## src/rtl/kp_feeder.sv

```systemverilog
// Keypoint feeder: FIFO between the descriptor stage and the matcher, with flag/next and end/ack handshakes.
// Build option KP_FEEDER_SCORE_FILTER_EN discards keypoints scoring below MIN_SCORE before the FIFO.
module kp_feeder #(
  parameter int          DEPTH     = 16,
  parameter logic [7:0]  MIN_SCORE = 8'd0
) (
  input  logic                     i_clk,
  input  logic                     i_rst,
  input  logic                     i_valid,
  input  logic                     i_frame_end,
  input  logic [9:0]               i_coor_x,
  input  logic [9:0]               i_coor_y,
  input  logic [7:0]               i_score,
  input  logic [255:0]             i_descriptor,
  output logic                     o_flag,
  output logic [9:0]               o_coor_x,
  output logic [9:0]               o_coor_y,
  output logic [7:0]               o_score,
  output logic [255:0]             o_descriptor,
  input  logic                     i_next,
  output logic                     o_end,
  input  logic                     i_end,
  output logic [$clog2(DEPTH):0]   o_level,
  output logic [15:0]              o_drop_cnt,
  output logic                     o_eof_lost,
  output logic [15:0]              o_frame_cnt
);

  localparam int AW = $clog2(DEPTH);
  localparam logic [AW:0] FULL_LVL = (AW+1)'(DEPTH);

`ifdef KP_FEEDER_SCORE_FILTER_EN
  localparam bit FILTER_EN = 1'b1;
`else
  localparam bit FILTER_EN = 1'b0;
`endif

  logic [DEPTH-1:0] kp_mem;
  logic [DEPTH-1:0] eof_mem;
  logic [9:0]       x_mem     [DEPTH];
  logic [9:0]       y_mem     [DEPTH];
  logic [7:0]       score_mem [DEPTH];
  logic [255:0]     desc_mem  [DEPTH];

  logic [AW-1:0] wr_ptr;
  logic [AW-1:0] rd_ptr;
  logic [AW-1:0] tail_ptr;
  logic [AW:0]   count;
  logic [15:0]   drop_cnt;
  logic [15:0]   frame_cnt;
  logic          eof_lost;

  logic score_ok;
  logic kp_in;
  logic full;
  logic not_empty;
  logic head_kp;
  logic head_eof;
  logic push;
  logic merge_eof;
  logic flag_take;
  logic end_take;
  logic clear_kp;
  logic pop;

  always_comb begin
    score_ok  = ~FILTER_EN | (i_score >= MIN_SCORE);
    kp_in     = i_valid & score_ok;
    full      = (count == FULL_LVL);
    not_empty = (count != '0);
    tail_ptr  = wr_ptr - 1'b1;
    head_kp   = not_empty & kp_mem[rd_ptr];
    head_eof  = not_empty & eof_mem[rd_ptr];
    push      = (kp_in | i_frame_end) & ~full;
    // A full FIFO still records the frame end by folding it into the newest entry.
    merge_eof = full & i_frame_end & ~eof_mem[tail_ptr];
    flag_take = head_kp & i_next;
    end_take  = ~head_kp & head_eof & i_end;
    clear_kp  = flag_take & head_eof;
    pop       = (flag_take & ~head_eof) | end_take;
  end

  always_comb begin
    o_flag       = head_kp;
    o_end        = ~head_kp & head_eof;
    o_coor_x     = head_kp ? x_mem[rd_ptr]     : '0;
    o_coor_y     = head_kp ? y_mem[rd_ptr]     : '0;
    o_score      = head_kp ? score_mem[rd_ptr] : '0;
    o_descriptor = head_kp ? desc_mem[rd_ptr]  : '0;
    o_level      = count;
    o_drop_cnt   = drop_cnt;
    o_eof_lost   = eof_lost;
    o_frame_cnt  = frame_cnt;
  end

  // Storage is not reset; occupancy gates every read, so stale contents are invisible.
  always_ff @(posedge i_clk) begin
    if (push) begin
      kp_mem[wr_ptr]    <= kp_in;
      eof_mem[wr_ptr]   <= i_frame_end;
      x_mem[wr_ptr]     <= i_coor_x;
      y_mem[wr_ptr]     <= i_coor_y;
      score_mem[wr_ptr] <= i_score;
      desc_mem[wr_ptr]  <= i_descriptor;
    end
    if (merge_eof) eof_mem[tail_ptr] <= 1'b1;
    if (clear_kp)  kp_mem[rd_ptr]    <= 1'b0;
  end

  always_ff @(posedge i_clk) begin
    if (i_rst) begin
      wr_ptr    <= '0;
      rd_ptr    <= '0;
      count     <= '0;
      drop_cnt  <= '0;
      frame_cnt <= '0;
      eof_lost  <= 1'b0;
    end else begin
      if (push) wr_ptr <= wr_ptr + 1'b1;
      if (pop)  rd_ptr <= rd_ptr + 1'b1;
      case ({push, pop})
        2'b10:   count <= count + 1'b1;
        2'b01:   count <= count - 1'b1;
        default: count <= count;
      endcase
      if (full && kp_in && drop_cnt != 16'hFFFF) drop_cnt <= drop_cnt + 16'd1;
      if (full && i_frame_end && eof_mem[tail_ptr]) eof_lost <= 1'b1;
      if (end_take) frame_cnt <= frame_cnt + 16'd1;
    end
  end

endmodule

```

## config.mk

```make
export PLATFORM = sky130hd
export DESIGN_NAME = kp_feeder
export DESIGN_NICKNAME = d
export VERILOG_FILES = /design/src/rtl/kp_feeder.sv
export SDC_FILE = /design/constraint.sdc
export NUM_CORES = 2
export LEC_CHECK = 0
export ABC_AREA = 0
export BUFFER_PORTS_ARGS = -buffer_cell sky130_fd_sc_hd__buf_2
export CORE_ASPECT_RATIO = 0.7
export CORE_UTILIZATION = 55
export CTS_CLUSTER_DIAMETER = 200
export DETAILED_ROUTE_END_ITERATION = 10
export PLACE_DENSITY = 0.83
export SLEW_MARGIN = 30
export SYNTH_ARGS = -nofsm -noshare
export SYNTH_HDL_FRONTEND = slang
export SYNTH_MEMORY_MAX_BITS = 65536
export SYNTH_SLANG_ARGS = --single-unit
```

## constraint.sdc

```tcl
create_clock -name i_clk -period 33.1 [get_ports i_clk]
set_input_delay 1.655 -clock i_clk [delete_from_list [all_inputs] [get_ports i_clk]]
set_output_delay 1.655 -clock i_clk [all_outputs]
set_load 0.05 [all_outputs]
```

* Yosys cells after proc, flatten, opt, wreduce, memory -nomap -nowiden
Memories as Yosys holds them, arrays and structs flattened. A register that Yosys moved wholly into a read port is not among the register bits.
Index checks and enable logic that the tools add are counted.
** Word-level totals
- Bits in writable memories :: 4544
- Logic and storage cells :: 90
- Memory bits (read-only) :: 0
- Memories kept :: 4
- Output and inout bits :: 324
- Register bits after elaboration :: 78
- Latch bits :: 0
- Input port bits :: 290
** Operators by class
- Bitwise operators :: 19
- Reductions and logical operators :: 9
- Add/subtract/negate cells :: 7
- Shift operators :: 0
- Order comparisons :: 6
- Muxes and demuxes :: 33
- Multipliers :: 0
- Divide/modulo/power cells :: 0
- Equality and inequality tests :: 4
** Memories
- desc_mem :: words 16, bits a word 256, rd ports 1, clocked after memory_dff 1, wr ports 1, RTL line 43 : logic [255:0] desc_mem [DEPTH];
- x_mem :: words 16, bits a word 10, rd ports 1, clocked after memory_dff 1, wr ports 1, RTL line 40 : logic [9:0] x_mem [DEPTH];
- y_mem :: words 16, bits a word 10, rd ports 1, clocked after memory_dff 1, wr ports 1, RTL line 41 : logic [9:0] y_mem [DEPTH];
- score_mem :: words 16, bits a word 8, rd ports 1, clocked after memory_dff 1, wr ports 1, RTL line 42 : logic [7:0] score_mem [DEPTH];
** Operator list (count)
- $mux W256 :: 1
- $mux W16 :: 4
- $add A16 B1 Y16 const B :: 2
- $bwmux W16 :: 2
- $mux W4 :: 8
- $mux W10 :: 2
- $and A16 B16 Y16 :: 1
- $ne A16 B16 Y1 const B :: 1
- $not A16 Y16 :: 1
- $or A16 B16 Y16 :: 1
- $lt A4 B5 Y1 const B :: 3
- $bmux W1 S4 :: 3
- $demux W1 S4 :: 3
- $ge A4 B1 Y1 const B :: 3
- $and A1 B1 Y1 :: 10
- $pmux W5 S2 :: 1
- $add A4 B1 Y4 const B :: 2
- $mux W1 :: 8
- $mux W8 :: 1
- $logic_and A1 B1 Y1 :: 7
- $add A5 B1 Y5 const B :: 1
- $eq A5 B5 Y1 const B :: 1
- $reduce_bool A5 Y1 :: 1
- $sub A5 B1 Y5 const B :: 1
- 6 further kinds :: 10

* Depth between registers and ports, before layout
- Word-level depth :: 9
- Depth in mapped cells :: 14
- Mapped depth without buffers :: 12

* Least setup slack after synthesis
OpenSTA, ideal clock, no wires.
- Path type :: input to register
- From :: input i_frame_end
- To :: register kp_mem[11]
- Stages on the path :: 6
- Data arrival time :: 22.999 ns
- Setup time :: 0.136 ns
- Path buffers :: 1
- Required time :: 32.964 ns
- Path slack :: 9.965 ns
- Cell sequence :: clkbuf_1 -> nor2_1 -> a211o_1 -> nor3_1 -> mux2i_1 -> a31oi_1
** Between the ends
- Cells in the longest elaborated chain, start to end :: 5
** RTL lines
- start, declared :: RTL line 10 : input logic i_frame_end,
- $or A1 B1 Y1 (*) :: RTL line 74 : push = (kp_in | i_frame_end) & ~full;
- $and A1 B1 Y1 (*) :: RTL line 74
- $mux W16 (*) :: RTL line 98 : if (push) begin
- $and A16 B16 Y16 (no source line)
- $mux W16 (*) :: RTL line 107 : if (clear_kp) kp_mem[rd_ptr] <= 1'b0;
- end signal, assigned by index :: RTL line 99 : kp_mem[wr_ptr] <= kp_in;
- end, declared :: RTL line 38 : logic [DEPTH-1:0] kp_mem;
Mark *: on every way between the ends. The rest lies on a longest branch, timed or not.
A chain may end at the register's enable or synchronous reset.

==> results.sh <==
export IMPL_power_density_nw_per_um2=69.7
export IMPL_dp_hpwl_mm=225
export IMPL_synth_cells=7048
export IMPL_setup_ws_ns=24.07
export IMPL_synth_top_cell_area_share_pct=77.6
export IMPL_synth_ff_type="edfxtp_1"
export IMPL_drtPass1Iterations=6
export IMPL_rows=173
export IMPL_max_freq_mhz=111
export IMPL_synth_top_cells_by_area="edfxtp_1, mux4_2, and2_1"
export IMPL_io_buffers=613
export IMPL_comb_power_share_pct=16.6
export IMPL_vias=84500
export IMPL_async_flop_share_pct=0
export IMPL_antenna_found_initial=139
export IMPL_clk_pin_slew_ns=0.07
export IMPL_grt_overflow=0
export IMPL_intPower_w=0.0100
export IMPL_crit_required_ns=31.44
export IMPL_grt_pass1_vias=87600
export IMPL_ant_nets=0
export IMPL_grt_pass1_wl_mm=653
export IMPL_drc=0
export IMPL_cts_num_sinks=4626
export IMPL_initial_core_util_pct=55.3
export IMPL_slew_headroom_pct=19.4
export IMPL_status="complete, no violations"
export IMPL_grtUsageTotal_pct=28.6
export IMPL_drv_cap=0
export IMPL_synth_seq_cells=4626
export IMPL_die_h_um=475
export IMPL_p_total_w=0.0138
export IMPL_switchingPower_w=0.00375
export IMPL_synth_area_um2=176000
export IMPL_hold_viol_final=0
export IMPL_slowest_delay_ns=0.72
export IMPL_synth_commonest_cells="edfxtp_1, mux4_2, and2_1"
export IMPL_avgSynthCellArea_um2=24.9
export IMPL_layout_nets=8146
export IMPL_peakVddDrop_v=0.0000626
export IMPL_drv_slew=0
export IMPL_die_w_um=678
export IMPL_tightest_slew_ns=1.21
export IMPL_start_kind="flop"
export IMPL_drive_gt1_share_pct=34.1
export IMPL_skew_ns=0.0470
export IMPL_fin_crit_ns=9.03
export IMPL_die_area_um2=322000
export IMPL_endpoint_kind="output pin"
export IMPL_dp_slack_ns=24.05
export IMPL_avgViaCountPerCell=6.79
export IMPL_cts_resized=0
export IMPL_hold_buffers=0
export IMPL_cp_slowest_cell="dfxtp_4"
export IMPL_period_share_pct=27.3
export IMPL_drt_iter0_drc=12900
export IMPL_synth_warnings=0
export IMPL_cts_htree_levels=5
export IMPL_crit_type="reg -> out"
export IMPL_swShare_pct=27.2
export IMPL_path_cells="buf_4 > buf_6 > buf_6 > buf_4 > buf_6 > buf_4 > mux4_2 > mux4_2 > and2_1 > buf_2"
export IMPL_wl_mm=464
export IMPL_p_leak_nw=60.9
export IMPL_setup_violations_final=0
export IMPL_synth_edf_count=4544
export IMPL_pin_count=614
export IMPL_area_growth_pct=12.4
export IMPL_cts_setup_buffers=0
export IMPL_core_area_um2=318000
export IMPL_clock_path_buffers=4
export IMPL_grt_max_degree=156
export IMPL_yosys_area_top_type="edfxtp_1"
export IMPL_gp_congestion=0.782
export IMPL_crit_path_max_fanout=47
export IMPL_rsz0062_at_grt="no"
export IMPL_cp_arrival_ns=7.37
export IMPL_seqPwrFrac_pct=48.9
export IMPL_cts_tree="built"
export IMPL_nFillCells=19700
export IMPL_root_buffer="clkbuf_16"
export IMPL_numCtsBuffers=404
export IMPL_clock_latency_ns=0.91
export IMPL_clkPwrFrac_pct=34.5
export IMPL_seq_area_frac_synth_pct=78.6
export IMPL_wl_per_cell_um=37.3
export IMPL_synth_distinct_cells=41
export IMPL_holdCritPathClass="reg -> reg"
export IMPL_syn_num_nets=7356
export IMPL_fin_setup_tns_ns=0
export IMPL_yosysMostFrequentCell="edfxtp_1"
[final timing paths]
path | start | endpoint | slack (ns) | depth (start not counted)
max | flop | o_coor_y[7] | 24.07 | 10
min | eof_mem[8]$_DFF_P_ | eof_mem[8]$_DFF_P_ | 0.51 | 2
max reg2reg | o_level[0]$_SDFFE_PP0P_ | desc_mem[6][216]$_DFFE_PP_ | 27.61 | 6
min reg2reg | eof_mem[8]$_DFF_P_ | eof_mem[8]$_DFF_P_ | 0.51 | 2
[cell families (layout without fill, tap and decap cells)]
logic type / Yosys count / count (layout) / synth area share [%]
AOI/OAI and AO/OA: 58 / 58 / 0.208
buffers and inverters: 395 / 1508 / 0.855
adders and majority gates: 18 / 18 / 0.132
xor gates and xnor gates: 40 / 40 / 0.199
and+or+nand+nor: 442 / 442 / 1.45
DFF: 4626 / 4626 / 78.6
muxes: 1469 / 1469 / 18.6
other: 0 / 87 / 0
[state kept, by name, summed over array words and instances (netlist names), 16 cells and up, named ones only]
register     count
y_mem          160
eof_mem         16
x_mem          160
o_drop_cnt      16
desc_mem      4096
o_frame_cnt     16
kp_mem          16
score_mem      128
[metal layers]
metal  track usage, %  wire (um)  vias up
met1             38.5     163000    44500
met5                0        518        -
li1                 -          -    32100
met3             6.39      53300     1208
met4             13.2      21500       82
met2             45.5     226000     6696
[through the flow]
| stage | utilization, % | cells | area [um2] | hold slack [ns] |
|---|---|---|---|---|
| floorplan | - | 7048 | 176000 | 0.451 |
| finish | 62.2 | 12400 | 198000 | 0.514 |
| CTS | 62.1 | 12400 | 197000 | 0.511 |
| global route | 62.2 | 12400 | 197000 | 0.536 |
| detailed placement | 58.0 | 11600 | 184000 | 0.495 |
| global placement | 57.9 | 11600 | 184000 | 0.458 |
[worst max-delay path: cells and delay by family, from the launching register on]
kind / cells / cell delay (ns)
buf+inv: 7 / 4.16
flops: 1 / 0.72
simple gates: 1 / 0.20
mux: 2 / 1.15
[layout make-up]
class | count | area [um2] | area share [%]
repair buffers | 767 | 4720 | 2.39
flip-flops and latches | 4626 | 138000 | 69.9
well taps | 4200 | 5260 | 2.66
inverters | 12 | 52.6 | 0.0266
multi-input cells | 2027 | 36200 | 18.3
clock buffers | 480 | 10600 | 5.35
diodes | 87 | 218 | 0.110
clock inverters | 249 | 2380 | 1.21
[power by group through the flow]
stage / registers (W) / clock network, W / logic, W
floorplan: 0.00691 / 0 / 0.00152
global placement: 0.00683 / 0 / 0.00217
detailed placement: 0.00685 / 0 / 0.00223
CTS: 0.00674 / 0.00478 / 0.00228
global route: 0.00675 / 0.00498 / 0.00236
finish: 0.00674 / 0.00475 / 0.00228
[layout by cell type, fill, tap and decap left out, types with 11 or more instances in the layout]
master | netlist | routed
clkbuf_1 | 280 | 65
buf_4 | 0 | 100
clkinvlp_4 | 0 | 11
buf_12 | 0 | 24
mux2i_1 | 34 | 34
and2_1 | 287 | 287
nor2_1 | 59 | 59
inv_1 | 11 | 11
clkinv_1 | 0 | 104
clkbuf_16 | 0 | 411
and3_1 | 26 | 13
a31oi_1 | 19 | 19
mux4_2 | 1432 | 1432
edfxtp_1 | 4544 | 4544
ha_1 | 17 | 17
and3_4 | 0 | 13
dfxtp_1 | 82 | 78
buf_2 | 4 | 613
buf_6 | 2 | 25
nand4_1 | 19 | 19
xor2_1 | 26 | 26
clkinv_2 | 0 | 67
diode_2 | 0 | 87
o21ai_0 | 16 | 16
bufinv_16 | 0 | 41
nand2_1 | 17 | 17
xnor2_1 | 14 | 14
No activity file was read; power rests on OpenSTA's default activity.
